--- src/rtl/mux_rotate_engine_pkg.sv ---
// ============================================================================
// Module  : mux_rotate_engine_pkg
// Purpose : Shared mode codes and FSM state encoding for mux_rotate_engine.
// Rev     : 1.0  initial release
// ============================================================================
`default_nettype none

package mux_rotate_engine_pkg;

    localparam logic [1:0] MODE_ROL = 2'b00;
    localparam logic [1:0] MODE_ROR = 2'b01;
    localparam logic [1:0] MODE_SLL = 2'b10;
    localparam logic [1:0] MODE_SRA = 2'b11;

    typedef enum logic [1:0] {
        ST_IDLE  = 2'd0,
        ST_SHIFT = 2'd1,
        ST_DONE  = 2'd2
    } state_t;

endpackage

`default_nettype wire

--- src/rtl/mux_rotate_engine_mux_n.sv ---
// ============================================================================
// Module  : mux_n
// Purpose : Combinational N:1 word selector; an out-of-range index picks word 0.
// Rev     : 1.0  initial release
// ============================================================================
`default_nettype none

module mux_n #(
    parameter int WIDTH   = 8,
    parameter int NUM_SRC = 2,
    localparam int SEL_W  = $clog2(NUM_SRC)
) (
    input  logic [NUM_SRC*WIDTH-1:0] i_data,
    input  logic [SEL_W-1:0]         i_sel,
    output logic [WIDTH-1:0]         o_data
);

    always_comb begin
        o_data = i_data[WIDTH-1:0];
        for (int i = 1; i < NUM_SRC; i++) begin
            if (i_sel == SEL_W'(i)) begin
                o_data = i_data[i*WIDTH +: WIDTH];
            end
        end
    end

endmodule

`default_nettype wire

--- src/rtl/mux_rotate_engine.sv ---
// ============================================================================
// Module  : mux_rotate_engine
// Purpose : Select a source word, rotate/shift it one bit per cycle, and hand
//           the result out over a valid/ready handshake.
// Rev     : 1.0  initial release
// ============================================================================
`default_nettype none

module mux_rotate_engine
    import mux_rotate_engine_pkg::*;
#(
    parameter int WIDTH   = 8,
    parameter int NUM_SRC = 2,
    localparam int SEL_W  = $clog2(NUM_SRC),
    localparam int AMT_W  = $clog2(WIDTH)
) (
    input  logic                     clk,
    input  logic                     rst,
    input  logic                     in_valid,
    output logic                     in_ready,
    input  logic [NUM_SRC*WIDTH-1:0] src_data,
    input  logic [SEL_W-1:0]         src_sel,
    input  logic [1:0]               mode,
    input  logic [AMT_W-1:0]         amount,
    output logic                     out_valid,
    input  logic                     out_ready,
    output logic [WIDTH-1:0]         q,
    output logic                     busy
);

    generate
        if (WIDTH < 2 || (WIDTH & (WIDTH - 1)) != 0) begin : g_bad_width
            $error("mux_rotate_engine: WIDTH must be a power of two >= 2");
        end
        if (NUM_SRC < 2) begin : g_bad_num_src
            $error("mux_rotate_engine: NUM_SRC must be >= 2");
        end
    endgenerate

    state_t             r_state;
    logic [WIDTH-1:0]   r_q;
    logic [1:0]         r_mode;
    logic [AMT_W-1:0]   r_cnt;
    logic [WIDTH-1:0]   w_sel_word;
    logic [WIDTH-1:0]   w_step;

    mux_n #(
        .WIDTH   (WIDTH),
        .NUM_SRC (NUM_SRC)
    ) u_mux (
        .i_data (src_data),
        .i_sel  (src_sel),
        .o_data (w_sel_word)
    );

    always_comb begin
        w_step = r_q;
        case (r_mode)
            MODE_ROL: w_step = {r_q[WIDTH-2:0], r_q[WIDTH-1]};
            MODE_ROR: w_step = {r_q[0], r_q[WIDTH-1:1]};
            MODE_SLL: w_step = {r_q[WIDTH-2:0], 1'b0};
            MODE_SRA: w_step = {r_q[WIDTH-1], r_q[WIDTH-1:1]};
            default:  w_step = r_q;
        endcase
    end

    always_ff @(posedge clk or negedge rst) begin
        if (!rst) begin
            r_state <= ST_IDLE;
            r_q     <= '0;
            r_mode  <= MODE_ROL;
            r_cnt   <= '0;
        end else begin
            case (r_state)
                ST_IDLE: begin
                    if (in_valid) begin
                        r_q     <= w_sel_word;
                        r_mode  <= mode;
                        r_cnt   <= amount;
                        r_state <= (amount == '0) ? ST_DONE : ST_SHIFT;
                    end
                end
                ST_SHIFT: begin
                    r_q   <= w_step;
                    r_cnt <= r_cnt - AMT_W'(1);
                    // The step taken while cnt==1 is the final one.
                    if (r_cnt == AMT_W'(1)) begin
                        r_state <= ST_DONE;
                    end
                end
                ST_DONE: begin
                    if (out_ready) begin
                        r_state <= ST_IDLE;
                    end
                end
                default: r_state <= ST_IDLE;
            endcase
        end
    end

    assign in_ready  = (r_state == ST_IDLE);
    assign out_valid = (r_state == ST_DONE);
    assign busy      = (r_state != ST_IDLE);
    assign q         = r_q;

endmodule

`default_nettype wire

--- config.mk ---
export PLATFORM = sky130hd
export DESIGN_NAME = mux_rotate_engine
export DESIGN_NICKNAME = d
export VERILOG_FILES = /design/src/rtl/mux_rotate_engine_pkg.sv /design/src/rtl/mux_rotate_engine_mux_n.sv /design/src/rtl/mux_rotate_engine.sv
export SDC_FILE = /design/constraint.sdc
export NUM_CORES = 1
export LEC_CHECK = 0
export CAP_MARGIN = 40
export CORE_MARGIN = 2
export CORE_UTILIZATION = 45
export CTS_BUF_LIST = sky130_fd_sc_hd__clkbuf_4
export DETAILED_ROUTE_END_ITERATION = 10
export PLACE_DENSITY = 0.79
export SKIP_LAST_GASP = 1
export SYNTH_ARGS = -nofsm -noshare
export SYNTH_HDL_FRONTEND = slang
export SYNTH_SLANG_ARGS = --single-unit
--- constraint.sdc ---
create_clock -name clk -period 1.7 [get_ports clk]
set_clock_uncertainty 0.1 [all_clocks]
set_input_delay 0.34 -clock clk [delete_from_list [all_inputs] [get_ports clk]]
set_output_delay 0.34 -clock clk [all_outputs]
set_load 0.01 [all_outputs]
==> reports/metrics.cfg <==
[finish]
n_antenna_cell = 0
syn_to_final_growth_pct = 49.56
stdcell_count = 178
nNetsFinal = 179
fill_cells = 162
multi_input_area_um2 = 551.8
drive_above_1_share = 0.2533
seqCellArea_um2 = 375.4

[synth]
synth_area_mm2 = 0.001002
synth_top_area_cell = dfrtp_1
ys_seq_area_frac = 0.3745
synthesis.nets = 128
synth.distinct_cells = 31
synthCells = 100
synth_top_area_frac = 0.3745
async_reset_ff_frac = 1.000
synthFlopType = dfrtp_1
yosys_warnings = 0
synth-edff-count = 0
yosys-top-cells-area = dfrtp_1 (37%), mux2_2 (15%), o22ai_1 (8.1%), a21oi_1 (4.0%), a2bb2oi_1 (3.5%)
ys_seq_elements = 15
syn_avg_cell_area_um2 = 10.02

[timing]
fmax_mhz = 609.0
setup_viol = 0
rsz0062_at_grt = false
slew_headroom = 0.7064
worst_pin_slew_ns = 0.4404
layout_min_cycle_time_ns = 1.642
finalCritPeriodShare = 0.9659
fin_ws_ns = 0.05790
hold_viol = 0
slew_violations = 0
tns_ns = 0

[global_route]
grt_pass1_vias = 958
grt_pass1_wl_mm = 4.602
track_usage = 0.2363
antenna_found_initial = 0
grt_overflow = 0
grt_max_degree = 16

[setup_path]
worstSetupPathType = register to output port
slowest_stage = clkdlybuf4s50_1
reg2regPathDepth = 5
cp-start-kind = register
path_delay_family = buffers and inverters
cp_max_fo = 2
cpPeakStageDelay_ns = 0.54
cp.depth = 1
crit_arrival_ns = 1.20
path_buf_inv = 1
cp-end-kind = output port
rrSetupSlack_ns = 0.13
crit_start = q[0]$_DFFE_PN0P_
rr_endpoint = q[7]$_DFFE_PN0P_
critical_path_required_ns = 1.26
r2r_start = r_state[1]$_DFFE_PN0P_
crit_chain = clkdlybuf4s50_1

[cts]
root_buffer = clkbuf_4
cts_hold_buf = 0
h-tree-depth = 1
path_clk_slew_ns = 0.10
cts_tree = built
insertion_delay_ns = 0.29
clockBufferDepth = 2
cts_buffers = 3
cts_sinks = 15

[die]
io_pins = 37
die_y_um = 51.19
initial_core_util = 0.4665
core-area_mm2 = 0.002148
design.die.area_mm2 = 0.002620
chipWidth_um = 51.19
rows = 17

[route]
wirelength_mm = 2.772
firstDrtPassIters = 4
ant_nets = 0
drt_iter0_drc = 17
wl_per_cell_um = 15.57
viasPerCell = 5.455
num_vias = 971
drc = 0

[worst_hold_path]
hp-class = input pin to asynchronous set/reset pin

[pwr]
p_leak_uw = 0.0006405
power_density_mw_per_mm2 = 1699
peakVddDrop_mv = 1.324
total_power_uw = 2546

[status]
status = complete, no violations

[placement]
gp_congestion = 0.8566
io_buffer_count = 36
dp.cells = 166
dp_hpwl_mm = 2.009
place_ws_ns = -0.1015

[flow_run]
drv_cap = 0

## logic make-up after synthesis
kind of cell | share of synthesized area
AOI/OAI and AO/OA | 0.2335
and+or+nand+nor | 0.1024
muxes | 0.1873
DFF | 0.3745
buffers and inverters | 0.07741
adders and majority gates | 0.02496
## synthesized netlist by cell type (2+ instances only)
cell,instances
a21oi_1,8
a2bb2oi_1,4
buf_2,2
buf_4,4
dfrtp_1,15
ha_1,2
inv_1,7
mux2_2,13
mux2i_1,3
nand2_1,2
nand2b_1,4
nor2_1,4
nor2b_1,2
o22ai_1,13
## timing repair
item,CTS,global route
setup endpoints to repair,10,3
resized for setup,6,3
setup buffers,7,1
## state kept, by name, summed over array words and instances, names as in the netlist
name / flops
r_cnt: 3
q: 8
r_mode: 2
r_state: 2
## how the worst max path moves through the flow
stage	slack (ns)	endpoint
after CTS	-0.01	out_valid
final	0.06	q[0]
after detailed placement	-0.10	q[7]$_DFFE_PN0P_
after global placement	-0.03	q[4]$_DFFE_PN0P_
after floorplan	0.45	r_mode[0]$_DFFE_PN0P_
after global routing	0.02	q[2]
## final cells by class
cell class / count / area share
Clock buffer: 4 / 0.02003
Inverter: 7 / 0.01753
Multi-Input combinational cell: 71 / 0.3681
Sequential cell: 15 / 0.2504
Tap cell: 28 / 0.02337
Timing Repair Buffer: 53 / 0.3205
## power by group
part | switching, uW | internal, uW
clock | 117 | 107
combinational | 722 | 872
sequential | 187 | 541
## through the flow
step	instance area (um2)	hold slack [ns]	utilization
finish	1499	0.2636	0.6977
global route	1499	0.2714	0.6977
CTS	1493	0.2705	0.6948
detailed placement	1414	0.4059	0.6581
global placement	1414	0.3878	0.6581
floorplan	1002	-0.05559	-
## per-layer routing
layer	part of all wire	vias to the layer above	track usage
li1	-	477	-
met1	0.42	451	0.2981
met2	0.50	36	0.3983
met3	0.047	7	0.03509
met4	0.036	0	0.1036
met5	0	-	0
## cell usage in the layout (no fill, tap or decap), drive strengths merged, types with 2 or more instances in the layout
| master | synthesis | layout |
|---|---|---|
| nor2 | 5 | 5 |
| nand2 | 2 | 2 |
| clkdlybuf4s50 | 0 | 30 |
| dfrtp | 15 | 15 |
| nand2b | 4 | 4 |
| a2bb2oi | 4 | 4 |
| buf | 7 | 17 |
| nor2b | 2 | 2 |
| dlygate4sd2 | 0 | 4 |
| a21oi | 8 | 8 |
| inv | 7 | 7 |
| mux2i | 3 | 3 |
| o22ai | 13 | 13 |
| mux2 | 14 | 14 |
| ha | 2 | 2 |
| clkbuf | 0 | 5 |
Note: power is estimated with default switching activity, not from simulation.
